## config.mk

```make
export PLATFORM = sky130hd
export DESIGN_NAME = fetch_queue
export DESIGN_NICKNAME = d
export VERILOG_FILES = /design/src/rtl/fetch_pkg.sv /design/src/rtl/fetch_queue_sync_fifo.sv /design/src/rtl/fetch_queue.sv
export SDC_FILE = /design/constraint.sdc
export NUM_CORES = 1
export LEC_CHECK = 0
export ABC_AREA = 0
export BUFFER_PORTS_ARGS = -buffer_cell sky130_fd_sc_hd__buf_2
export CORE_MARGIN = 4
export CORE_UTILIZATION = 45
export CTS_CLUSTER_SIZE = 40
export DETAILED_ROUTE_END_ITERATION = 8
export GPL_ROUTABILITY_DRIVEN = 0
export GPL_TIMING_DRIVEN = 0
export PLACE_DENSITY = 0.7
export SLEW_MARGIN = 20
export SYNTH_ARGS = -nofsm -noshare
export SYNTH_HDL_FRONTEND = slang
export SYNTH_SLANG_ARGS = --single-unit
```

## constraint.sdc

```tcl
create_clock -name clk -period 6.35 [get_ports clk]
set_clock_uncertainty 0.2 [all_clocks]
set_input_delay 0.9525 -clock clk [delete_from_list [all_inputs] [get_ports clk]]
set_output_delay 0.9525 -clock clk [all_outputs]
set_load 0.01 [all_outputs]
```

## src/rtl/fetch_pkg.sv

```systemverilog
// Shared definitions for the fetch-to-decode instruction queue.
// Holds the default datapath width, the NOP used when decode has nothing
// to consume, and the packet layout that travels from fetch to decode.
package fetch_pkg;

    // Default width of the instruction, PC and PC+4 fields.
    localparam int DATA_WIDTH_DEFAULT = 32;

    // RV32I canonical NOP (addi x0, x0, 0).
    // Decode sees this whenever the queue is empty.
    localparam logic [31:0] NOP_INSTR = 32'h0000_0013;

    // One fetched packet at the default datapath width.
    // Field order matches the order in which the queue packs its storage word.
    typedef struct packed {
        logic [DATA_WIDTH_DEFAULT-1:0] instr;
        logic [DATA_WIDTH_DEFAULT-1:0] pc;
        logic [DATA_WIDTH_DEFAULT-1:0] pc_plus4;
    } fetch_packet_t;

    // Builds a packet from its PC.
    // pc_plus4 is always derived from pc so the two fields can never disagree.
    function automatic fetch_packet_t make_packet(
        input logic [DATA_WIDTH_DEFAULT-1:0] instr,
        input logic [DATA_WIDTH_DEFAULT-1:0] pc
    );
        fetch_packet_t p;
        p.instr    = instr;
        p.pc       = pc;
        p.pc_plus4 = pc + DATA_WIDTH_DEFAULT'(4);
        return p;
    endfunction

endpackage

```

## src/rtl/fetch_queue_sync_fifo.sv

```systemverilog
// Generic synchronous FIFO: DEPTH x WIDTH storage, wrapping read/write
// pointers and an explicit occupancy count.
// Full and empty are decoded from the count rather than from comparing
// pointers, so the pointers can simply roll over.
// The flush input clears all occupancy in a single cycle.
module sync_fifo
    import fetch_pkg::*;
#(
    parameter int WIDTH = 96,
    parameter int DEPTH = 4
) (
    input  logic                       clk,
    input  logic                       rst,
    input  logic                       push_i,
    input  logic                       pop_i,
    input  logic                       flush_i,
    input  logic [WIDTH-1:0]           wdata_i,
    output logic [WIDTH-1:0]           rdata_o,
    output logic [$clog2(DEPTH):0]     count_o,
    output logic                       full_o,
    output logic                       empty_o
);

    localparam int AW = $clog2(DEPTH);

    logic [WIDTH-1:0] mem_q [DEPTH];

    logic [AW-1:0] wr_ptr_q;
    logic [AW-1:0] wr_ptr_d;
    logic [AW-1:0] rd_ptr_q;
    logic [AW-1:0] rd_ptr_d;
    logic [AW:0]   count_q;
    logic [AW:0]   count_d;

    logic do_push;
    logic do_pop;
    logic mem_we;

    // Occupancy flags come only from the registered count.
    // This keeps them free of any combinational path from push_i or pop_i.
    always_comb begin
        full_o  = (count_q == (AW+1)'(DEPTH));
        empty_o = (count_q == '0);
    end

    // Qualify the requests so an overflow or underflow can never corrupt
    // the pointers, even if the wrapper asks for one.
    always_comb begin
        do_push = push_i && !full_o;
        do_pop  = pop_i && !empty_o;
        mem_we  = do_push && !flush_i && !rst;
    end

    // Next-state pointers and count.
    // A flush overrides both push and pop. A simultaneous push and pop
    // advances both pointers and leaves the count unchanged.
    always_comb begin
        wr_ptr_d = wr_ptr_q;
        rd_ptr_d = rd_ptr_q;
        count_d  = count_q;
        if (flush_i) begin
            wr_ptr_d = '0;
            rd_ptr_d = '0;
            count_d  = '0;
        end else begin
            if (do_push) begin
                wr_ptr_d = wr_ptr_q + AW'(1);
            end
            if (do_pop) begin
                rd_ptr_d = rd_ptr_q + AW'(1);
            end
            case ({do_push, do_pop})
                2'b10:   count_d = count_q + (AW+1)'(1);
                2'b01:   count_d = count_q - (AW+1)'(1);
                default: count_d = count_q;
            endcase
        end
    end

    // Pointer and count registers.
    // The synchronous reset takes priority over everything else.
    always_ff @(posedge clk) begin
        if (rst) begin
            wr_ptr_q <= '0;
            rd_ptr_q <= '0;
            count_q  <= '0;
        end else begin
            wr_ptr_q <= wr_ptr_d;
            rd_ptr_q <= rd_ptr_d;
            count_q  <= count_d;
        end
    end

    // Storage array.
    // It has no reset because its contents are never observed while the
    // count says the slot is empty.
    always_ff @(posedge clk) begin
        if (mem_we) begin
            mem_q[wr_ptr_q] <= wdata_i;
        end
    end

    // Show-ahead read of the oldest entry.
    always_comb begin
        rdata_o = mem_q[rd_ptr_q];
        count_o = count_q;
    end

endmodule

```

## src/rtl/fetch_queue.sv

```systemverilog
// Instruction queue between fetch and decode.
// Each fetched packet {instr, PC, PC+4} is packed into a sync_fifo word.
// The oldest packet is presented to decode in show-ahead form, with a NOP
// substituted when the queue is empty.
// StallF back-pressures fetch when the queue is full, and FlushD empties
// the queue on a taken branch or jump.
module fetch_queue
    import fetch_pkg::*;
#(
    parameter  int DATA_WIDTH = DATA_WIDTH_DEFAULT,
    parameter  int DEPTH      = 4,
    localparam int ADDR_WIDTH = $clog2(DEPTH)
) (
    input  logic                  clk,
    input  logic                  rst,
    input  logic                  ValidF,
    input  logic [DATA_WIDTH-1:0] InstrF,
    input  logic [DATA_WIDTH-1:0] PCF,
    input  logic [DATA_WIDTH-1:0] PCPlus4F,
    input  logic                  ReadyD,
    input  logic                  FlushD,
    output logic                  StallF,
    output logic                  ValidD,
    output logic [DATA_WIDTH-1:0] InstrD,
    output logic [DATA_WIDTH-1:0] PCD,
    output logic [DATA_WIDTH-1:0] PCPlus4D,
    output logic [ADDR_WIDTH:0]   Count
);

    // Packet layout at the configured width. It mirrors fetch_packet_t,
    // which describes the same layout at the default width.
    typedef struct packed {
        logic [DATA_WIDTH-1:0] instr;
        logic [DATA_WIDTH-1:0] pc;
        logic [DATA_WIDTH-1:0] pc_plus4;
    } packet_t;

    packet_t wr_pkt;
    packet_t rd_pkt;

    logic push;
    logic pop;
    logic fifo_full;
    logic fifo_empty;

    // Pack the incoming fetch packet.
    // Handshakes depend only on the registered flags, so ValidF and ReadyD
    // never reach an output combinationally.
    always_comb begin
        wr_pkt.instr    = InstrF;
        wr_pkt.pc       = PCF;
        wr_pkt.pc_plus4 = PCPlus4F;
        push            = ValidF && !StallF;
        pop             = ReadyD && ValidD;
    end

    sync_fifo #(
        .WIDTH ($bits(packet_t)),
        .DEPTH (DEPTH)
    ) u_fifo (
        .clk     (clk),
        .rst     (rst),
        .push_i  (push),
        .pop_i   (pop),
        .flush_i (FlushD),
        .wdata_i (wr_pkt),
        .rdata_o (rd_pkt),
        .count_o (Count),
        .full_o  (fifo_full),
        .empty_o (fifo_empty)
    );

    // Map the FIFO flags onto the pipeline control signals.
    // When the queue is empty, substitute a NOP with zero PCs so decode never
    // sees stale storage contents.
    always_comb begin
        StallF   = fifo_full;
        ValidD   = !fifo_empty;
        InstrD   = DATA_WIDTH'(NOP_INSTR);
        PCD      = '0;
        PCPlus4D = '0;
        if (!fifo_empty) begin
            InstrD   = rd_pkt.instr;
            PCD      = rd_pkt.pc;
            PCPlus4D = rd_pkt.pc_plus4;
        end
    end

endmodule

```

==> flow_summary.toml <==
[sta]
period_minus_slack_ps = 3967
min_period_over_period = 0.6247
fmax_mhz = 252.1
max-slew-margin-rel = 0.4930
max_slew.worst_pin.slew_ps = 760.6
hold_viol_final = 0
finalSetupViolCount = 0
fin_tns_setup_ps = 0
rsz0062_at_grt = "no"
slew_violations = 0

[global_routing]
overflow = 0
grt_pass1_vias = 7850
grt_pass1_wl_mm = 45.40
antenna_found_initial = 5
grtUsageTotal = 0.1629
grt_max_degree = 45

[finish]
synthToLayoutAreaGrowth_pct = 20.86
drive_gt1_frac = 0.4030
final_cell_count_no_fill = 1392
final_util = 0.5532
nets = 1023

[logic_synthesis]
syn_nets = 771
synthTopCellsByArea = "edfxtp_1, mux4_2, and2_1"
ys_ff_latch = 393
netlist_area_sq_mm = 0.01497
synth_top_area_share = 0.7704
ys_warn_count = 0
yosys.area.top_type = "edfxtp_1"
synthCells = 664
yosysSeqAreaShare = 0.7824
synth_cell_types = 27
syn_area_per_cell_sq_um = 22.54

[setup_path]
cp_slowest_cell = "clkbuf_1"
critPathKind = "flip-flop to primary output"
arrival_ps = 2810
worst_setup_path_start_kind = "flip-flop"
critPathRequiredTime_ps = 5200
critical-path-top-cell-by-count = "clkbuf_1"
crit_chain = "nor3_2, inv_1, clkbuf_1, clkbuf_1, and2_1, buf_2"
critPathMaxStageDelay_ps = 620
reg2reg_slack_ps = 3720
cp_max_fo = 10
cp-end-kind = "primary output"

[routing]
via_per_inst = 5.245
drtIter0Drc = 396
drc_errors = 0
wl_mm = 29.45
antenna_left = 0
drt-pass1-iter-count = 4
wl_per_cell_microns = 21.16
vias = 7301

[power]
clkPwrFrac = 0.428
combPwrFrac = 0.046
powerDensity_mw_per_mm2 = 302.7
switching_share = 0.2003
pwr-share-seq = 0.526
ir_worst_vdd_mv = 0.2152
intPower_uw = 4379
p_sw_uw = 1097
leakage_uw = 0.006196

[cts]
clk_latency_ps = 540
clock-sinks = 393
ctsHoldBuffers = 0
cts-root-buf = "clkbuf_16"
cts_buffers = 41
cts_resized = 0
clk_pin_slew_ps = 50
cts_setup_buffers = 0
clockBufferDepth = 3
htreeDepth = 2
cts_tree = "yes"

[job]
maxCapViolations = 0

[floorplan]
initial_core_util = 0.4577
pin_count = 202
die_x_microns = 190.4
die_y_microns = 190.4
rows = 66
core_sq_mm = 0.03270
dieArea_sq_mm = 0.03624

[status]
status = "finished clean"

[place]
port_buffers = 201
place.detailed.hpwl_mm = 18.41
placed_cells = 1315

[hold_path]
min_path_type = "flip-flop to flip-flop"
[cell usage after synthesis]
cell type and instances:
edfxtp_1 384, mux4_2 96, and2_1 95, clkbuf_1 16, buf_2 11, dfxtp_1 9
inv_1 8, buf_6 5, ha_1 5, a21oi_1 4, and3_1 4, nor2_1 4
o21ai_0 4, or2_1 3, nand2_1 2, or3_1 2, xor2_1 2, a21o_1 1
buf_12 1, fa_1 1, nand3_1 1, nand4_1 1, nand4b_1 1, nor3_2 1
o31ai_1 1, or2_2 1, or3b_1 1
[registers in the layout, indices dropped and copies added (netlist names), named ones only]
register         count
u_fifo.count_o       3
u_fifo.rd_ptr_q      2
u_fifo.mem_q       384
u_fifo.wr_ptr_q      2
[power groups by stage]
stage	clock, uW	combinational (uW)	sequential (uW)
final	2340	251	2880
after floorplan	0	121	2940
after detailed placement	0	256	2940
after global routing	2510	277	2880
after global placement	0	245	2940
after CTS	2400	257	2880
[worst max-delay path, delay by kind of cell, from the launching register on]
| kind | cells | cell delay, ps |
|---|---|---|
| and+or+nand+nor | 2 | 340 |
| buffers and inverters | 4 | 1500 |
| DFF | 1 | 420 |
[final cells by class]
cell class / instances / area, sq um
fill: 2551 / 14610
sequential: 393 / 11710
multi-input combinational: 230 / 3055
timing repair buffer: 209 / 1219
clock buffer: 50 / 1060
tap: 442 / 553.0
clock inverter: 25 / 266.5
buffer: 33 / 191.4
inverter: 8 / 30.03
antenna: 2 / 5.005
[placed cells by master (no fill, tap or decap), drive strengths merged, types with 4 or more instances in the layout]
master / n
or2: 4
a21oi: 4
nor2: 4
and3: 4
ha: 5
edfxtp: 384
dfxtp: 9
o21ai: 4
inv: 9
clkbuf: 66
and2: 95
clkinv: 17
bufinv: 5
buf: 226
mux4: 96
[final timing paths]
kind / cells after the start / to / startpoint
setup / recovery: 6 / PCPlus4D[23] / u_fifo.count_o[0]
setup reg to reg: 9 / u_fifo.count_o[2] / u_fifo.count_o[2]
hold reg to reg: 2 / flip-flop / u_fifo.rd_ptr_q[1]
hold / removal: 2 / flip-flop / u_fifo.rd_ptr_q[1]
[through the flow]
step | worst slack [ps] | instance area (sq um) | total power, uW | hold WS, ps
after floorplan | 2173 | 14970 | 3059 | 259.1
after global placement | 75.56 | 16530 | 3185 | 269.9
after detailed placement | 2797 | 16760 | 3192 | 287.9
after CTS | 2199 | 18090 | 5541 | 294.8
after global routing | 2125 | 18090 | 5668 | 310.3
final | 2383 | 18090 | 5476 | 295.3
[cell families after synthesis]
family / after synthesis / share of synthesized area
fa+ha+maj: 6 / 0.005517
xor+xnor: 2 / 0.001170
flops: 393 / 0.7824
mux: 96 / 0.1444
buf+inv: 41 / 0.01480
simple gates: 116 / 0.04798
compound gates: 10 / 0.003678
[routing by layer]
metal / part of all wire / track usage
met5: 0.0012 / 0
met4: 0.022 / 0.04945
met3: 0.050 / 0.03387
met2: 0.50 / 0.2733
met1: 0.42 / 0.2179
(Power assumes the default switching activity.)
